**src/rtl/univ_shift_reg_n.sv**
```systemverilog
// Universal N-bit shift register with multi-cycle shift/rotate engine.
// Commands handshake on cmd_valid/cmd_ready; done pulses once per command.
module univ_shift_reg_n #(
  parameter int WIDTH = 8,
  parameter int CNT_W = $clog2(WIDTH) + 1
) (
  input  logic             clock,
  input  logic             reset,
  input  logic             cmd_valid,
  output logic             cmd_ready,
  input  logic [2:0]       mode,
  input  logic [CNT_W-1:0] amount,
  input  logic [WIDTH-1:0] data_in,
  input  logic             serial_in_r,
  input  logic             serial_in_l,
  input  logic             abort,
  output logic [WIDTH-1:0] data_out,
  output logic             serial_out_r,
  output logic             serial_out_l,
  output logic             busy,
  output logic             done
);

  localparam logic [2:0] M_HOLD  = 3'b000;
  localparam logic [2:0] M_SHR   = 3'b001;
  localparam logic [2:0] M_SHL   = 3'b010;
  localparam logic [2:0] M_LOAD  = 3'b011;
  localparam logic [2:0] M_ROTR  = 3'b100;
  localparam logic [2:0] M_ROTL  = 3'b101;
  localparam logic [2:0] M_ASHR  = 3'b110;
  localparam logic [2:0] M_CLEAR = 3'b111;

  typedef enum logic {
    IDLE,
    SHIFT
  } state_t;

  state_t           state, state_n;
  logic [WIDTH-1:0] data_n;
  logic [WIDTH-1:0] stepped;
  logic [CNT_W-1:0] cnt, cnt_n;
  logic [CNT_W-1:0] sat;
  logic [2:0]       mode_q, mode_n;
  logic             done_n;

  assign sat = (amount > CNT_W'(WIDTH)) ? CNT_W'(WIDTH) : amount;

  // One-bit step of the latched operation; fill bits are taken live.
  always_comb begin
    stepped = data_out;
    unique case (mode_q)
      M_SHR:   stepped = {serial_in_r, data_out[WIDTH-1:1]};
      M_SHL:   stepped = {data_out[WIDTH-2:0], serial_in_l};
      M_ROTR:  stepped = {data_out[0], data_out[WIDTH-1:1]};
      M_ROTL:  stepped = {data_out[WIDTH-2:0], data_out[WIDTH-1]};
      M_ASHR:  stepped = {data_out[WIDTH-1], data_out[WIDTH-1:1]};
      default: stepped = data_out;
    endcase
  end

  always_comb begin
    state_n = state;
    data_n  = data_out;
    cnt_n   = cnt;
    mode_n  = mode_q;
    done_n  = 1'b0;
    unique case (state)
      IDLE: begin
        if (cmd_valid) begin
          unique case (mode)
            M_HOLD: done_n = 1'b1;
            M_LOAD: begin
              data_n = data_in;
              done_n = 1'b1;
            end
            M_CLEAR: begin
              data_n = '0;
              done_n = 1'b1;
            end
            default: begin
              if (amount == '0) begin
                done_n = 1'b1;
              end else begin
                cnt_n   = sat;
                mode_n  = mode;
                state_n = SHIFT;
              end
            end
          endcase
        end
      end
      SHIFT: begin
        if (abort) begin
          state_n = IDLE;
        end else begin
          data_n = stepped;
          cnt_n  = cnt - CNT_W'(1);
          if (cnt == CNT_W'(1)) begin
            state_n = IDLE;
            done_n  = 1'b1;
          end
        end
      end
    endcase
  end

  always_ff @(posedge clock) begin
    if (reset) begin
      state    <= IDLE;
      data_out <= '0;
      cnt      <= '0;
      mode_q   <= M_HOLD;
      done     <= 1'b0;
    end else begin
      state    <= state_n;
      data_out <= data_n;
      cnt      <= cnt_n;
      mode_q   <= mode_n;
      done     <= done_n;
    end
  end

  assign cmd_ready    = (state == IDLE);
  assign busy         = (state == SHIFT);
  assign serial_out_r = data_out[0];
  assign serial_out_l = data_out[WIDTH-1];

endmodule

```
**config.mk**
```make
export PLATFORM = sky130hd
export DESIGN_NAME = univ_shift_reg_n
export DESIGN_NICKNAME = d
export VERILOG_FILES = /design/src/rtl/univ_shift_reg_n.sv
export SDC_FILE = /design/constraint.sdc
export NUM_CORES = 1
export LEC_CHECK = 0
export ABC_CLOCK_PERIOD_IN_PS = 1650
export BUFFER_PORTS_ARGS = -buffer_cell sky130_fd_sc_hd__buf_2
export CAP_MARGIN = 20
export CORE_MARGIN = 2
export CORE_UTILIZATION = 46
export CTS_CLUSTER_DIAMETER = 60
export CTS_CLUSTER_SIZE = 24
export DETAILED_ROUTE_END_ITERATION = 6
export GPL_ROUTABILITY_DRIVEN = 0
export PLACE_DENSITY_LB_ADDON = 0.2
export SYNTH_ARGS = -nofsm -noshare
export SYNTH_HDL_FRONTEND = slang
export SYNTH_SLANG_ARGS = --single-unit
```
**constraint.sdc**
```tcl
create_clock -name clock -period 1.65 [get_ports clock]
set_clock_uncertainty 0.2 [all_clocks]
set_input_delay 0.33 -clock clock [delete_from_list [all_inputs] [get_ports clock]]
set_output_delay 0.33 -clock clock [all_outputs]
set_load 0.02 [all_outputs]
```
==> out/qor.yml, run 1 <==
outcome:
  status: "finished with violations"
  violations: "negative setup slack"
clock_tree:
  cts_buffers: 3
  cts_buffer_depth: 2
  clock_sink_count: 17
  hold_buffers: 0
  clockRootBuffer: "clkbuf_4"
  clock_latency_ns: 0.29
  cts_tree: "built"
  clk_pin_slew_ns: 0.10
  h-tree-depth: 1
floorplanning:
  die_x_um: 54.32
  io-pin-count: 34
  core_sq_mm: 0.002432
  rows: 18
  start_util: 0.4789
  dieArea_sq_mm: 0.002951
  die-height_um: 54.32
place:
  place_ws_ns: -0.1864
  hpwl_mm: 2.301
  numPortBuffers: 33
sta:
  final_max_slew_viol_count: 0
  setup_viol: 7
  hold_viol_final: 0
  tightest_slew_ns: 0.4245
  relSlewSlack: 0.7170
  fmax_mhz: 573.0
  rsz0062_at_grt: "yes"
  finalCriticalPeriod_ns: 1.745
  post-route-period-util: 1.058
  setup_ws_ns: -0.09518
global_route:
  grt_usage: 0.2381
  antenna_found_initial: 0
  grt_max_degree: 21
  grt_first_pass_wirelength_mm: 5.133
  grt_pass1_vias: 1156
  grt-ovfl-total: 0
pwr:
  peakVddDrop_v: 0.0005160
  p_total_mw: 1.139
  p_leak_nw: 0.8153
  power.density_mw_per_mm2: 652.8
worst_hold_path:
  hold_depth: 3
  holdCritStartpoint: "data_in[1]"
  hold_end: "data_out[1]"
  worstHoldPathType: "in -> reg"
routing:
  detail-route-antenna-nets: 0
  firstDrtPassIters: 4
  vias_per_cell: 5.633
  vias: 1273
  wl_per_cell_um: 14.78
  drtIter0Drc: 38
  drc_errors: 0
  wl_mm: 3.340
critical_path:
  cp-startpoint: "mode_q[1]"
  path_depth: 6
  critPathMaxFanout: 7
  crit_family: "buffers and inverters"
  crit_arrival_ns: 1.76
  reg2reg_to: "data_out[1]"
  crit_path_max_incr_delay_ns: 0.37
  path_cells: "buf_6 -> nor4b_4 -> a211oi_4 -> buf_12 -> buf_16 -> a311oi_1"
  start_kind: "flop"
  worstSetupEndpointType: "flop"
  critical_path_class: "reg -> reg"
  worst-path-buf-inv: 3
  regToRegSetupSlack_ns: -0.1
  r2r-start: "mode_q[1]"
  critPathSlowestCell: "dfxtp_4"
  cp.required_ns: 1.66
  worstRegToRegCells: 6
logic_synthesis:
  synth_common_cells: "nand2_1 (20), dfxtp_1 (17), nor2_1 (13), inv_1 (7), mux2i_1 (6)"
  syn_inst: 138
  synth_nets: 161
  ys.flop_type: "dfxtp_1"
  ys_warn_count: 0
  synth_area_leaders: "dfxtp_1 (29%), nand2_1 (6.4%), mux2i_1 (5.2%)"
  synthMostInstantiatedCell: "nand2_1"
  synth_cell_type_count: 44
  ys_async_sr_fraction: 0
  yosysTopAreaCell: "dfxtp_1"
  syn_area_per_cell_sq_um: 8.441
  synth_top_area_frac: 0.2922
  yosysSeqAreaShare: 0.2922
  synth_area_sq_mm: 0.001165
  synth_edf_count: 0
  ys_seq_elements: 17
final_layout:
  fin_util: 0.7171
  n_antenna_cell: 0
  fin_nets: 220
  synthToLayoutAreaGrowth_pct: 49.73
  drive_gt1_frac: 0.4745
flow_run:
  drv_cap: 0
==> flip-flops by register name (all words and copies together) (netlist names) <==
name,flops
mode_q,3
data_out,8
cnt,4
busy,1
done,1
==> metal layers <==
metal	part of all wire	global-route usage
met1	0.44	0.3022
met2	0.50	0.4197
met4	0.010	0.07500
met5	0	0
met3	0.045	0.02459
==> how the worst max path moves through the flow <==
stage	slack (ns)	end
after floorplan	-0.05	data_out[1]
after global placement	-0.15	mode_q[1]
after detailed placement	-0.19	mode_q[1]
after CTS	-0.11	data_out[1]
after global routing	-0.12	data_out[4]
final	-0.1	data_out[1]
==> cell families after synthesis <==
logic type / count (synthesis) / share of synthesized area
compound gates: 30 / 0.2277
mux: 12 / 0.1096
fa+ha+maj: 2 / 0.02148
simple gates: 58 / 0.2674
flops: 17 / 0.2922
buf+inv: 19 / 0.08163
==> metrics by stage <==
stage | instances | cell area, sq um | TNS (ns) | hold slack (ns)
detailed placement | 213 | 1529 | -1.862 | 0.2741
floorplan | 138 | 1212 | -0.4059 | 0.2561
CTS | 224 | 1679 | -0.6914 | 0.09084
finish | 226 | 1744 | -0.4401 | 0.1007
global placement | 213 | 1529 | -1.491 | 0.2671
global route | 226 | 1744 | -0.7671 | 0.08745
==> tightest hold or removal path: cells and delay by family <==
family | cells | cell delay [ns]
buffers and inverters | 1 | 0.10
AO/OA/AOI/OAI | 1 | 0.08
AND/OR/NAND/NOR | 1 | 0.05
==> placed cells by master, fill, tap and decap left out, types with 3 or more instances in the layout <==
cell / netlist / layout
buf_2: 4 / 31
clkbuf_4: 0 / 3
inv_1: 7 / 6
a311oi_2: 3 / 5
buf_6: 1 / 5
nand2_1: 20 / 20
a211o_1: 3 / 3
a21oi_1: 5 / 5
dfxtp_1: 17 / 15
nor2_1: 13 / 13
mux2_4: 0 / 6
mux2i_1: 6 / 6
buf_4: 3 / 26
buf_12: 0 / 3
a31oi_1: 3 / 3
nand3_1: 3 / 3
==> layout make-up <==
type / instances / area, sq um
multi-input cells: 102 / 812.0
well taps: 30 / 37.54
inverters: 7 / 26.28
flip-flops and latches: 17 / 347.8
fillers: 188 / 688.2
repair buffers: 66 / 494.2
clock buffers: 4 / 26.28
==> timing repair <==
| item | CTS | global route |
|---|---|---|
| setup endpoints to repair | 7 | 9 |
| cloned | 1 | 0 |
| pin swaps | 5 | 5 |
| resized for setup | 13 | 6 |
| endpoints found under the hold margin | 0 | 0 |
| setup buffers | 6 | 3 |
==> power by group <==
part,switching [mW],leakage [nW],internal [mW],total (mW)
logic,0.210,0.660,0.220,0.431
registers,0.0308,0.141,0.442,0.473
clock network,0.141,0.0150,0.0942,0.235
total,0.382,0.815,0.757,1.14
(Power assumes the default switching activity.)
==> inputs of run 2 (changes only) <==
- CORE_MARGIN: 2 -> default
==> run 2 against run 1 <==
  * The flow still finishes with violations (negative setup slack)
  * Core utilization is 1.3 points lower
  * Via count is 5.4% lower
  * Final cell count is 3.5% lower
  * First-iteration DRC count is 29% lower
  * Sequential share of layout area is 1.4 points higher
  * Sequential power hardly changed
  * Wire length is 8.1% lower
  * Critical endpoint is now data_out[5]
==> out/qor.yml, run 2 (synthesis results as in run 1) <==
outcome:
  status: "finished with violations"
  violations: "negative setup slack"
routing:
  drc_errors: 0  # unchanged
  wl_per_cell_um: 14.08  # -4.7%
  wl_mm: 3.070  # -8.1%
  firstDrtPassIters: 4  # unchanged
  vias: 1204  # -5.4%
  drtIter0Drc: 27  # -29%
  vias_per_cell: 5.523  # -1.9%
  detail-route-antenna-nets: 0  # unchanged
critical_path:
  worst-path-buf-inv: 1  # -2
  worstSetupEndpointType: "flop"
  critPathMaxFanout: 7  # unchanged
  critical_path_class: "reg -> reg"
  crit_arrival_ns: 1.77  # about the same
  cp.required_ns: 1.66  # about the same
  path_cells: "nor3b_1 -> buf_4 -> a21oi_4 -> mux2_4 -> a311oi_2"
  start_kind: "flop"
  critPathSlowestCell: "dfxtp_4"
  crit_path_max_incr_delay_ns: 0.37  # about the same
  crit_family: "compound AO/OA/AOI/OAI gates"
global_route:
  grt_max_degree: 21  # unchanged
  antenna_found_initial: 0  # unchanged
  grt-ovfl-total: 0  # unchanged
  grt_first_pass_wirelength_mm: 5.133  # unchanged
  grt_pass1_vias: 1159  # +0.26%
  grt_usage: 0.2559  # +0.01773
sta:
  fmax_mhz: 569.7  # -0.57%
  finalCriticalPeriod_ns: 1.755  # +0.01000 ns
  hold_viol_final: 0  # unchanged
  relSlewSlack: 0.7115  # -0.005478
  post-route-period-util: 1.064  # +0.006063
  whs_ns: 0.1142  # +0.01349 ns
  tightest_slew_ns: 0.4327  # +0.008217 ns
  setup_ws_ns: -0.1052  # -0.01000 ns
  final_max_slew_viol_count: 0  # unchanged
  rsz0062_at_grt: "yes"
  setup_viol: 8  # +1
final_layout:
  largest_register_ffs: 8  # unchanged
  final_cell_mix: "buf_2 (33), buf_4 (26), nand2_1 (20), dfxtp_1 (15), nor2_1 (13)"
  final_cells: 218  # -3.5%
  top_regs: "data_out x8, cnt x4, mode_q x3"
  drive_gt1_frac: 0.4474  # -0.02712
  synthToLayoutAreaGrowth_pct: 38.88
  top_register: "data_out"
  n_antenna_cell: 0  # unchanged
  nFillCells: 183  # -2.7%
  fin_util: 0.7042  # -0.01283
  fin_nets: 214  # -2.7%
  final_common_cell: "buf_2"
clock_tree:
  clk_pin_slew_ns: 0.11  # about the same
  cts_buffer_depth: 2  # unchanged
  cts_tree: "built"
  h-tree-depth: 1  # unchanged
  clock_sink_count: 17  # unchanged
  clock_latency_ns: 0.30  # about the same
  cts_buffers: 3  # unchanged
  cts_setup_buffers: 0  # -6
  clockRootBuffer: "clkbuf_4"
pwr:
  p_leak_nw: 0.7591  # -6.9%
  intPower_uw: 714.2  # -5.6%
  clkPwrFrac: 0.215  # +0.009
  power.density_mw_per_mm2: 670.4  # +2.7%
  power_frac_seq: 0.437  # +0.022
  p_total_mw: 1.085  # -4.8%
  p_comb_frac: 0.348  # -0.030
  peakVddDrop_v: 0.0004866  # -5.7%
  switching_power_uw: 370.3  # -3.0%
  switching_share: 0.3415  # +0.006144
floorplanning:
  rows: 17  # -1
  core_sq_mm: 0.002297  # -5.6%
  io-pin-count: 34  # unchanged
  dieArea_sq_mm: 0.002737  # -7.2%
  start_util: 0.5071  # +0.02817
  die-height_um: 52.32  # -3.7%
  die_x_um: 52.32  # -3.7%
flow_run:
  drv_cap: 0  # unchanged
place:
  dp_cells: 214  # +0.47%
  hpwl_mm: 2.295  # -0.27%
  numPortBuffers: 33  # unchanged
  place_ws_ns: -0.2229  # -0.03645 ns
worst_hold_path:
  worstHoldPathType: "in -> reg"
run 2: cell types whose count changed in the layout (fill, tap and decap cells not counted), moves of 2 or more:
cell     previous run  this run
buf_12              3         1
buf_2              31        33
buf_6               5         0
nor3b_1             0         2
nor3b_2             2         0
run 2: repair_timing:
item                       in CTS  in global routing
pin swaps                       1                  1
setup endpoints to repair       8                  9
hold buffers                    0                  0
resized for setup               4                  3
run 2: path summary, 6_finish.rpt:
| kind | cells after the start | slack [ns] | from | to |
|---|---|---|---|---|
| max | 5 | -0.11 | mode_q[1] | data_out[5] |
| min | 3 | 0.11 | data_in[2] | data_out[2] |
| max reg2reg | 5 | -0.11 | mode_q[1] | data_out[5] |
| min reg2reg | 2 | 0.30 | cnt[3] | cnt[3] |
run 2: routing by layer:
layer / wire length [um] / GRT usage / up-vias
met4: 37 / 0.09211 / 0
met3: 126 / 0.02609 / 4
met1: 1431 / 0.3239 / 554
met5: 0 / 0 / -
li1: - / - / 611
met2: 1474 / 0.4430 / 35
run 2: power by group through the flow:
stage                     combinational, mW  clock, mW  sequential (mW)
final                                 0.377      0.233            0.474
after global routing                  0.414      0.260            0.479
after CTS                             0.373      0.243            0.474
after detailed placement              0.360          0            0.483
after global placement                0.351          0            0.481
after floorplan                       0.204          0            0.499
run 2: worst register-to-register path, delay by kind of cell, from the launching register on:
| family | cells | cell delay, ns |
|---|---|---|
| multiplexers | 1 | 0.34 |
| buffers and inverters | 1 | 0.14 |
| flip-flops | 1 | 0.37 |
| AO/OA/AOI/OAI | 2 | 0.47 |
| AND/OR/NAND/NOR | 1 | 0.14 |
run 2: area by class of cell:
type	instances	area, sq um	share of cell area
well taps	28	35.03	0.02166
clock buffers	3	22.52	0.01392
inverters	7	26.28	0.01624
flip-flops and latches	17	345.3	0.2135
clock inverters	1	5.005	0.003094
multi-input cells	102	803.3	0.4965
repair buffers	60	380.4	0.2351
run 2: through the flow:
| step | instance area [sq um] | TNS, ns |
|---|---|---|
| CTS | 1604 | -0.8543 |
| finish | 1618 | -0.7271 |
| global route | 1618 | -1.115 |
| detailed placement | 1549 | -1.610 |
| global placement | 1549 | -1.025 |
| floorplan | 1212 | -0.4059 |
